==> src/rtl/high_radix_divider.sv <==
// Purpose : radix-4 restoring unsigned divider, 32-bit dividend / 16-bit divisor -> 16-bit quotient + remainder.
// Latency : 8 cycles from the accepting edge to done (1 cycle for the error path when HRD_ERR_CHECK_EN is defined).
// Backpr. : start is sampled only while idle; a start seen while busy is dropped, not queued.
//
// Ports:
//   clk, reset (async, active-low)
//   start, dividend[31:0], divisor[15:0]      request and operands, captured on the accepting edge
//   busy, done                                division in progress / one-cycle completion pulse
//   quotient[15:0], remainder[15:0]           registered results, held until the next completion
//   div_by_zero, overflow                     error flags, valid with done
//
// Optional feature macro: HRD_ERR_CHECK_EN
//   defined   : divisor==0 or dividend[31:16]>=divisor finishes one cycle after acceptance with
//               all-ones results and the matching error flag set.
//   undefined : flags tied to 0; every request takes the full 8 steps and the caller must keep
//               dividend[31:16] < divisor for meaningful results.
module high_radix_divider (
    input  logic        clk,
    input  logic        reset,
    input  logic        start,
    input  logic [31:0] dividend,
    input  logic [15:0] divisor,
    output logic        busy,
    output logic        done,
    output logic [15:0] quotient,
    output logic [15:0] remainder,
    output logic        div_by_zero,
    output logic        overflow
);

    typedef enum logic {
        IDLE = 1'b0,
        RUN  = 1'b1
    } state_t;

    state_t      state_q, state_d;
    logic [17:0] d1_q, d1_d;         // D
    logic [17:0] d2_q, d2_d;         // 2D
    logic [17:0] d3_q, d3_d;         // 3D
    logic [15:0] r_q, r_d;           // partial remainder, stays below D while the input precondition holds
    logic [15:0] lo_q, lo_d;         // remaining dividend bits, consumed two at a time from the MSB end
    logic [15:0] quo_q, quo_d;       // quotient digits accumulated from the LSB end
    logic [2:0]  cnt_q, cnt_d;
    logic        busy_q, busy_d;
    logic        done_q, done_d;
    logic [15:0] quotient_q, quotient_d;
    logic [15:0] remainder_q, remainder_d;

    // Datapath for one radix-4 step
    logic [17:0] t;
    logic [1:0]  q_dig;
    logic [15:0] qd_lo;
    logic [15:0] r_next;
    logic [15:0] quo_next;

    always_comb begin
        t = {r_q, lo_q[15:14]};
        if (t >= d3_q) begin
            q_dig = 2'd3;
            qd_lo = d3_q[15:0];
        end else if (t >= d2_q) begin
            q_dig = 2'd2;
            qd_lo = d2_q[15:0];
        end else if (t >= d1_q) begin
            q_dig = 2'd1;
            qd_lo = d1_q[15:0];
        end else begin
            q_dig = 2'd0;
            qd_lo = 16'd0;
        end
        // T - q*D < D fits in 16 bits, so the low 16 bits of the modular difference are exact.
        r_next   = t[15:0] - qd_lo;
        quo_next = {quo_q[13:0], q_dig};
    end

`ifdef HRD_ERR_CHECK_EN
    logic err_q, err_d;              // request was rejected at acceptance
    logic dz_pend_q, dz_pend_d;      // the rejection cause was a zero divisor
    logic dbz_q, dbz_d;
    logic ovf_q, ovf_d;
`endif

    always_comb begin
        state_d     = state_q;
        d1_d        = d1_q;
        d2_d        = d2_q;
        d3_d        = d3_q;
        r_d         = r_q;
        lo_d        = lo_q;
        quo_d       = quo_q;
        cnt_d       = cnt_q;
        busy_d      = busy_q;
        done_d      = 1'b0;
        quotient_d  = quotient_q;
        remainder_d = remainder_q;
`ifdef HRD_ERR_CHECK_EN
        err_d       = err_q;
        dz_pend_d   = dz_pend_q;
        dbz_d       = dbz_q;
        ovf_d       = ovf_q;
`endif
        case (state_q)
            IDLE: begin
                if (start) begin
                    d1_d    = {2'b00, divisor};
                    d2_d    = {1'b0, divisor, 1'b0};
                    d3_d    = {2'b00, divisor} + {1'b0, divisor, 1'b0};
                    r_d     = dividend[31:16];
                    lo_d    = dividend[15:0];
                    quo_d   = 16'd0;
                    cnt_d   = 3'd7;
                    busy_d  = 1'b1;
                    state_d = RUN;
`ifdef HRD_ERR_CHECK_EN
                    dz_pend_d = (divisor == 16'd0);
                    err_d     = (divisor == 16'd0) || (dividend[31:16] >= divisor);
`endif
                end
            end
            RUN: begin
`ifdef HRD_ERR_CHECK_EN
                if (err_q) begin
                    quotient_d  = 16'hFFFF;
                    remainder_d = 16'hFFFF;
                    dbz_d       = dz_pend_q;
                    ovf_d       = !dz_pend_q;
                    err_d       = 1'b0;
                    done_d      = 1'b1;
                    busy_d      = 1'b0;
                    state_d     = IDLE;
                end else
`endif
                begin
                    r_d   = r_next;
                    lo_d  = {lo_q[13:0], 2'b00};
                    quo_d = quo_next;
                    if (cnt_q == 3'd0) begin
                        quotient_d  = quo_next;
                        remainder_d = r_next;
                        done_d      = 1'b1;
                        busy_d      = 1'b0;
                        state_d     = IDLE;
`ifdef HRD_ERR_CHECK_EN
                        dbz_d       = 1'b0;
                        ovf_d       = 1'b0;
`endif
                    end else begin
                        cnt_d = cnt_q - 3'd1;
                    end
                end
            end
            default: state_d = IDLE;
        endcase
    end

    always_ff @(posedge clk or negedge reset) begin
        if (!reset) begin
            state_q     <= IDLE;
            d1_q        <= 18'd0;
            d2_q        <= 18'd0;
            d3_q        <= 18'd0;
            r_q         <= 16'd0;
            lo_q        <= 16'd0;
            quo_q       <= 16'd0;
            cnt_q       <= 3'd0;
            busy_q      <= 1'b0;
            done_q      <= 1'b0;
            quotient_q  <= 16'd0;
            remainder_q <= 16'd0;
`ifdef HRD_ERR_CHECK_EN
            err_q       <= 1'b0;
            dz_pend_q   <= 1'b0;
            dbz_q       <= 1'b0;
            ovf_q       <= 1'b0;
`endif
        end else begin
            state_q     <= state_d;
            d1_q        <= d1_d;
            d2_q        <= d2_d;
            d3_q        <= d3_d;
            r_q         <= r_d;
            lo_q        <= lo_d;
            quo_q       <= quo_d;
            cnt_q       <= cnt_d;
            busy_q      <= busy_d;
            done_q      <= done_d;
            quotient_q  <= quotient_d;
            remainder_q <= remainder_d;
`ifdef HRD_ERR_CHECK_EN
            err_q       <= err_d;
            dz_pend_q   <= dz_pend_d;
            dbz_q       <= dbz_d;
            ovf_q       <= ovf_d;
`endif
        end
    end

    assign busy      = busy_q;
    assign done      = done_q;
    assign quotient  = quotient_q;
    assign remainder = remainder_q;
`ifdef HRD_ERR_CHECK_EN
    assign div_by_zero = dbz_q;
    assign overflow    = ovf_q;
`else
    assign div_by_zero = 1'b0;
    assign overflow    = 1'b0;
`endif

endmodule

==> config.mk <==
export PLATFORM = sky130hd
export DESIGN_NAME = high_radix_divider
export DESIGN_NICKNAME = d
export VERILOG_FILES = /design/src/rtl/high_radix_divider.sv
export SDC_FILE = /design/constraint.sdc
export NUM_CORES = 1
export LEC_CHECK = 0
export CAP_MARGIN = 5
export CORE_MARGIN = 2
export CORE_UTILIZATION = 45
export CTS_CLUSTER_DIAMETER = 150
export DETAILED_ROUTE_END_ITERATION = 12
export PLACE_DENSITY = 0.71
export SYNTH_ARGS = -nofsm -noshare
export SYNTH_HDL_FRONTEND = slang
export SYNTH_SLANG_ARGS = --single-unit
export TNS_END_PERCENT = 100
==> constraint.sdc <==
create_clock -name clk -period 5.4 [get_ports clk]
set_clock_uncertainty 0.1 [all_clocks]
set_input_delay 0.54 -clock clk [delete_from_list [all_inputs] [get_ports clk]]
set_output_delay 0.54 -clock clk [all_outputs]
set_load 0.01 [all_outputs]
=== Yosys cells after proc, flatten, opt, wreduce, memory -nomap -nowiden ===
Index checks and enable logic that the tools add are counted.

* Add/subtract/negate cells: 3
* Muxes and demuxes: 23
* Magnitude comparators: 3
* Eq/ne operators: 3
* Reduce and logical (&&, ||, !) cells: 5
* Bitwise logic cells: 1

{| class="wikitable"
|+ Operator list
! operator !! count
|-
| 2-to-1 mux 16 bit || 5
|-
| case mux 16 bit (2 select lines) || 2
|-
| case mux 14 bit (2 select lines) || 1
|-
| adder 16 x 17 -> 18 bit || 1
|-
| greater-or-equal comparator 18 x 16 -> 1 bit || 1
|-
| greater-or-equal comparator 18 x 17 -> 1 bit || 1
|-
| greater-or-equal comparator 18 bit || 1
|-
| subtractor 16 bit || 1
|-
| 2-to-1 mux 14 bit || 1
|-
| AND reduction 2 bit || 4
|-
| 2-to-1 mux 1 bit || 7
|-
| 2-to-1 mux 3 bit || 2
|-
| case mux 3 bit (2 select lines) || 1
|-
| 2-to-1 mux 2 bit || 2
|-
| != test 2 bit (second input constant) || 2
|-
| case mux 1 bit (2 select lines) || 2
|-
| zero test 3 bit || 1
|-
| subtractor 3 x 1 -> 3 bit (second input constant) || 1
|-
| != test 2 x 1 -> 1 bit (second input constant) || 1
|-
| NOT 1 bit || 1
|}

* Word-level logic and storage cells: 49
* Register bits: 118
* Input port bits: 51
* Output and inout port bits: 36

=== Depth between registers and ports, before layout ===
Gate-level depths: netlist of the first run.

* Depth after elaboration: 6
* Gate-level depth with buffers: 22

=== Worst setup path after synthesis of the first run ===
No wires, ideal clock.

* Path type: register -> register
* Start point: register r_q[13]
* End point: register r_q[15]
* Cell stages (with the launch flop): 19
* Required time: 5.205 ns
* Buffers on the path: 1
* Slack: 1.054 ns
* Arrival time: 4.151 ns
* Path through: dfrtp_1 -> ha_1 -> a21o_1 -> a211o_1 -> a2111oi_4 -> o21ai_2 -> and2_4 -> buf_6 -> a221o_1 -> o21ai_0 -> ha_1 -> nor2b_1 -> o31a_1 -> o21ai_0 -> a31oi_1 -> a211oi_1 -> o31ai_1 -> and4_1 -> o31ai_1

* Cells in the longest elaborated chain, start to end: 6
* Elaborated cells on any way between the ends: 8
* Those cells by class: add/sub (1); order compare (3); mux (4)

{| class="wikitable"
|+ Ends and longest elaborated chain
! element !! line !! text
|-
| start, declared || 40 || <nowiki>logic [15:0] r_q, r_d;</nowiki>
|-
| start signal, assigned || 181 || <nowiki>r_q <= r_d;</nowiki>
|-
| greater-or-equal comparator 18 x 16 -> 1 bit || 64 || <nowiki>end else if (t >= d1_q) begin</nowiki>
|-
| 2-to-1 mux 16 bit || 64 ||
|-
| 2-to-1 mux 16 bit || 61 || <nowiki>end else if (t >= d2_q) begin</nowiki>
|-
| 2-to-1 mux 16 bit || 58 || <nowiki>if (t >= d3_q) begin</nowiki>
|-
| subtractor 16 bit * || 72 || <nowiki>r_next = t[15:0] - qd_lo;</nowiki>
|-
| case mux 16 bit (2 select lines) * || 102 || <nowiki>case (state_q)</nowiki>
|}

Mark *: on every way between the ends. The rest lies on a longest branch, timed or not.
A chain may end at the register's enable or synchronous reset.

=== Final worst setup path of the first run ===
* Start point: register r_q[13]
* End point: register remainder_q[15] (netlist: remainder[15])

* Cells in the longest elaborated chain, start to end: 5
* Elaborated cells on any way between the ends: 7
* Those cells by class: add/sub (1); order compare (3); mux (3)

{| class="wikitable"
|+ Ends and longest elaborated chain
! element !! line !! text
|-
| greater-or-equal comparator 18 x 16 -> 1 bit || 64 ||
|-
| 2-to-1 mux 16 bit || 64 ||
|-
| 2-to-1 mux 16 bit || 61 ||
|-
| 2-to-1 mux 16 bit || 58 ||
|-
| subtractor 16 bit * || 72 ||
|-
| end signal, assigned || 188 || <nowiki>remainder_q <= remainder_d;</nowiki>
|-
| end, declared || 47 || <nowiki>logic [15:0] remainder_q, remainder_d;</nowiki>
|}

Marked as above.

==> results of run 1 <==
[flip-flops by register name, summed over array words and instances (netlist names)]
signal / cells
quo_q: 14
remainder: 16
state_q: 1
done: 1
cnt_q: 3
lo_q: 16
busy: 1
quotient: 16
r_q: 16
d1_q: 15
d3_q: 18
[Yosys cell counts, types with 5 or more instances]
library cell	instances	share of area
dfrtp_1	117	0.40
nand2_1	108	0.055
o21ai_0	91	0.062
ha_1	83	0.14
inv_1	53	0.027
a21oi_1	45	0.031
nor2_1	37	0.019
clkbuf_1	24	0.012
a21o_1	20	0.020
mux2_2	19	0.029
mux2i_1	19	0.026
a211oi_1	18	0.018
nor2b_1	15	0.013
a221oi_1	12	0.014
xor2_1	12	0.014
xnor2_1	9	0.011
a31oi_1	7	0.0059
nor3_1	7	0.0047
o31ai_1	7	0.0071
nand2b_1	6	0.0051
nand3_1	6	0.0041
nand4_1	6	0.0051
o21a_1	5	0.0051
[worst reg2reg max path, stage by stage, from the launching register on]
cell and delay (ns):
dfrtp_1 0.46, ha_1 0.33, a21o_1 0.16, a211o_1 0.35
a2111oi_4 0.34, o21ai_2 0.13, and2_4 0.24, nor2_4 0.32
a221o_1 0.20, o21ai_0 0.15, ha_1 0.31, nor2b_1 0.14
o31a_1 0.25, o21ai_0 0.23, a31oi_1 0.18, a211oi_1 0.38
o31ai_1 0.14, and4_1 0.23, o31ai_1 0.24
[stage by stage]
step / util / instances / hold slack (ns)
after floorplan: - / 793 / 0.1444
after global placement: 0.5267 / 1066 / 0.3586
after detailed placement: 0.5267 / 1066 / 0.3620
after CTS: 0.5636 / 1098 / 0.2482
after global routing: 0.5636 / 1098 / 0.2854
final: 0.5636 / 1098 / 0.2038
[per-layer routing]
| metal | vias to the layer above | part of all wire |
|---|---|---|
| met5 | - | 0 |
| met2 | 124 | 0.49 |
| met3 | 23 | 0.038 |
| met1 | 2872 | 0.45 |
| li1 | 2989 | - |
| met4 | 0 | 0.017 |
[placed cells by master (no fill, tap or decap), types with 4 or more instances in the layout]
cell type / count
o21a_1: 5
nand4_1: 6
and2_1: 4
o21ai_0: 91
a21o_1: 20
nand2b_1: 6
o211ai_1: 4
nor2b_1: 14
nor4_1: 4
buf_4: 9
a221oi_1: 12
mux2i_1: 19
nor3_1: 7
a21oi_1: 45
a31oi_1: 7
nor2_1: 37
clkdlybuf4s50_1: 82
xnor2_1: 9
dfrtp_1: 116
o31ai_1: 7
xor2_1: 12
mux2_2: 19
clkbuf_16: 17
a211oi_1: 18
nand3_1: 6
or3_1: 4
ha_1: 83
nand2_1: 108
inv_6: 4
inv_1: 53
[path summary, 6_finish.rpt]
check                           cells past startpoint  slack [ns]  startpoint       endpoint
worst max-delay path                               18        0.45     r_q[13]  remainder[15]
worst max register to register                     18        0.45     r_q[13]  remainder[15]
min in group clk                                    1        0.37    cnt_q[0]       cnt_q[0]
worst min-delay path                                1        0.20       reset    quotient[9]
worst min register to register                      1        0.37    cnt_q[0]       cnt_q[0]
max in group asynchronous                           2        3.94       reset        lo_q[4]
[kinds of logic (layout without fill, tap and decap cells)]
family | count (synthesis) | count (layout) | share of synthesized area
AO/OA/AOI/OAI | 236 | 236 | 0.2036
AND/OR/NAND/NOR | 206 | 206 | 0.1255
flip-flops | 117 | 117 | 0.3967
buffers and inverters | 88 | 177 | 0.04781
adder cells (fa/ha/maj) | 85 | 85 | 0.1462
multiplexers | 38 | 38 | 0.05476
XOR/XNOR | 21 | 21 | 0.02492
other | 1 | 2 | 0.0005082
[area by class of cell]
cell class,count,area share
Tap cell,216,0.03008
Clock buffer,18,0.04887
Clock inverter,14,0.01671
Multi-Input combinational cell,588,0.4568
Sequential cell,117,0.3260
Timing Repair Buffer,92,0.09942
Inverter,53,0.02214
==> results_dict.tcl, run 1 <==
set metrics [dict create \
    worst_pin_slew_ns 1.061 \
    cts_setup_buffers 0 \
    grt_max_degree 83 \
    ys_seq_area_frac 0.3967 \
    nFillCells 1428 \
    overflow 0 \
    critical_path.cell_chain "ha_1 -> a21o_1 -> a211o_1 -> a2111oi_4 -> o21ai_2 -> and2_4 -> nor2_4 -> a221o_1 -> o21ai_0 -> ha_1 -> nor2b_1 -> o31a_1 -> o21ai_0 -> a31oi_1 -> a211oi_1 -> o31ai_1 -> and4_1 -> o31ai_1" \
    cts_tree "yes" \
    cp-start-kind "flip-flop" \
    layout.nets 1005 \
    place_ws_ns 0.5154 \
    grt_antenna_before_repair 1 \
    hp-class "in -> async" \
    cts_sinks 117 \
    max_stage_delay_ns 0.46 \
    outcome "completed" \
    layout_setup_ws_ns 0.4463 \
    via_count 6008 \
    multi_input_area_mm2 0.004105 \
    grt_use_total 0.2193 \
    hold_buffers 0 \
    ctsLongestPathBuffers 2 \
    synthArstFlopShare 1.000 \
    dp_hpwl_um 13020 \
    maxSlewViolCount 0 \
    die_area_mm2 0.01744 \
    rsz0062_at_grt "false" \
    grt_busiest_layer "met2" \
    crit_family "compound AO/OA/AOI/OAI gates" \
    gp_congestion 0.9137 \
    final_layout_size_suffix_gt1_frac 0.07937 \
    grtUsageMet2 0.3698 \
    finalHoldViolations 0 \
    pin_count 87 \
    synth-seq-cells 117 \
    drc_errors 0 \
    cp.required_ns 5.62 \
    port_buffers 84 \
    die_h_um 132.1 \
    cts-htree-levels 4 \
    max-cap-violations 0 \
    clkTransAtPathRegs_ns 0.06 \
    dieWidth_um 132.1 \
    use_met1 0.2856 \
    cts-root-buf "clkbuf_16" \
    avgViaCountPerCell 5.472 \
    coreArea_mm2 0.01594 \
    drt_iter0_drc 443 \
    area_growth_pct 21.77 \
    ys.flop_type "dfrtp_1" \
    yosys_warnings 0 \
    setup_violations 0 \
    fin_crit_sh 0.9174 \
    grt_pass1_wl_um 30530 \
    grt_pass1_vias 5999 \
    tns_ns 0 \
    cp_num_buf_inv 0 \
    syn_area_mm2 0.007380 \
    avgSynthCellArea_um2 9.318 \
    ant_nets 0 \
    setup.worst_path.class "reg -> reg" \
    placed_cell_area_mm2 0.008397 \
    fin_crit_ns 4.954 \
    initial_utilization 0.4629 \
    use_met3 0.04537 \
    diodes 0 \
    synth_cell_types 61 \
    syn_inst 792 \
    wl_per_cell_um 16.43 \
    post-route-cell-area_mm2 0.008986 \
    cts_buffers 17 \
    path_max_fanout 17 \
    drtPass1Iterations 5 \
    regArea_mm2 0.002929 \
    max_freq_ghz 0.2019 \
    crit_slowest_cell "dfrtp_1" \
    insertion_delay_ns 0.42 \
    cp.arrival_ns 5.18 \
    max-slew-margin-rel 0.2928 \
    rows 46 \
    end_kind "flip-flop" \
    synth_edf_count 0 \
    drt-total-wl_um 18040 \
    cts_resized 0 \
]
Power of run 1 is not shown: default switching activity piles up to over one toggle a cycle in this logic, so the estimate is an artifact.
==> run 2: changes to the inputs <==
==> constraint.sdc (replaced) <==
create_clock -name clk -period 5.22 [get_ports clk]
set_clock_uncertainty 0.1 [all_clocks]
set_input_delay 0.522 -clock clk [delete_from_list [all_inputs] [get_ports clk]]
set_output_delay 0.522 -clock clk [all_outputs]
set_load 0.01 [all_outputs]
==> results_dict.tcl, run 2 (synthesis gave the netlist of run 1 again) <==
set metrics [dict create \
    worstReg2RegEnd "r_q[10]" \
    largest_reg_flops 18 \
    insertion_delay_ns 0.42 \
    via_count 6057 \
    layout.nets 1012 \
    dp_cells 1069 \
    layout_setup_ws_ns 0.4060 \
    post-route-cell-area_mm2 0.009089 \
    port_buffers 84 \
    worstRegToRegCells 20 \
    avgViaCountPerCell 5.481 \
    fin_crit_ns 4.814 \
    drtPass1Iterations 5 \
    diodes 0 \
    reg2reg_from "r_q[13]" \
    cts_sinks 117 \
    setup.worst_path.class "reg -> reg" \
    wl_per_cell_um 16.30 \
    initial_utilization 0.4629 \
    cts-htree-levels 4 \
    finalHoldViolations 0 \
    layout_commonest_cell "dfrtp_1" \
    cts-root-buf "clkbuf_16" \
    dp_hpwl_um 13250 \
    fin_crit_sh 0.9222 \
    hp-class "in -> async" \
    gp_congestion 0.8903 \
    grt_pass1_vias 5908 \
    dieWidth_um 132.1 \
    clkTransAtPathRegs_ns 0.06 \
    grt_antenna_before_repair 0 \
    top_register "d3_q" \
    area_growth_pct 23.16 \
    endpoint "r_q[10]" \
    die_area_mm2 0.01744 \
    max_freq_ghz 0.2077 \
    grt_pass1_wl_um 29990 \
    cp.arrival_ns 4.98 \
    drt-total-wl_um 18020 \
    rows 46 \
    outcome "completed" \
    final_layout_size_suffix_gt1_frac 0.08549 \
    reg2reg_slack_ns 0.41 \
    placed_cell_area_mm2 0.008419 \
    critPathLaunch "r_q[13]" \
    coreArea_mm2 0.01594 \
    path_max_fanout 17 \
    end_kind "flip-flop" \
    final_cell_mix "116 x dfrtp_1, 108 x nand2_1, 91 x o21ai_0" \
    maxSlewViolCount 0 \
    die_h_um 132.1 \
    worst_pin_slew_ns 0.9901 \
    ant_nets 0 \
    drt_iter0_drc 442 \
    tns_ns 0 \
    overflow 0 \
    finalNonFillerCells 1105 \
    cp.required_ns 5.39 \
    place_ws_ns 0.3642 \
    grt_max_degree 78 \
    max-slew-margin-rel 0.3399 \
    max-cap-violations 0 \
    pin_count 87 \
    drc_errors 0 \
    cts_tree "yes" \
    ctsLongestPathBuffers 2 \
    nFillCells 1418 \
    rsz0062_at_grt "false" \
    cts_buffers 17 \
    cp-start-kind "flip-flop" \
    grt_use_total 0.2146 \
    setup_violations 0 \
]
## run 2: what timing repair did
action	4_1_cts	5_1_grt
endpoints found under the setup margin	0	6
gates resized for setup	0	1
buffers inserted	0	4
hold buffers	0	0
## run 2: worst min path at each step
stage               startpoint     endpoint  slack, ns  depth (start not counted)
floorplan                reset         busy       0.13                          0
global placement          busy         busy       0.36                          2
detailed placement        busy         busy       0.37                          2
CTS                      reset  quotient[9]       0.20                          1
global route             reset  quotient[9]       0.24                          1
finish                   reset  quotient[9]       0.16                          1
## run 2: through the flow
step | hold slack, ns | utilization
floorplan | 0.1264 | -
global placement | 0.3600 | 0.5281
detailed placement | 0.3651 | 0.5281
CTS | 0.1980 | 0.5679
global route | 0.2391 | 0.5701
finish | 0.1619 | 0.5701
## run 2: area by class of cell
cell class	instances	area [µm²]	share of cell area
Timing Repair Buffer	99	945.9	0.1041
Inverter	53	198.9	0.02189
Sequential cell	117	2929	0.3223
Multi-Input combinational cell	588	4110	0.4522
Clock buffer	21	460.4	0.05066
Clock inverter	11	173.9	0.01914
Tap cell	216	270.3	0.02974
## run 2: layer usage
| metal | wire, µm | GRT usage | vias to the layer above | part of all wire |
|---|---|---|---|---|
| li1 | - | - | 3002 | - |
| met1 | 8379 | 0.2883 | 2912 | 0.47 |
| met2 | 8657 | 0.3501 | 115 | 0.48 |
| met3 | 658 | 0.04191 | 28 | 0.037 |
| met4 | 320 | 0.06824 | 0 | 0.018 |
| met5 | 0 | 0 | - | 0 |
## run 2: critical path, stage by stage, from the launching register on
cell	delay, ns
dfrtp_1	0.46
ha_1	0.33
a21o_1	0.16
a211o_1	0.34
a2111oi_4	0.34
o21ai_2	0.11
and2_4	0.22
nor2_4	0.22
nor2_1	0.11
nor2b_1	0.13
ha_1	0.17
inv_1	0.06
fa_1	0.40
a21o_1	0.17
a21o_1	0.20
a21oi_1	0.20
o21ai_0	0.16
a31o_2	0.28
a21oi_1	0.17
xor2_1	0.22
a21oi_1	0.10
Power of run 2 is left out for the same reason.
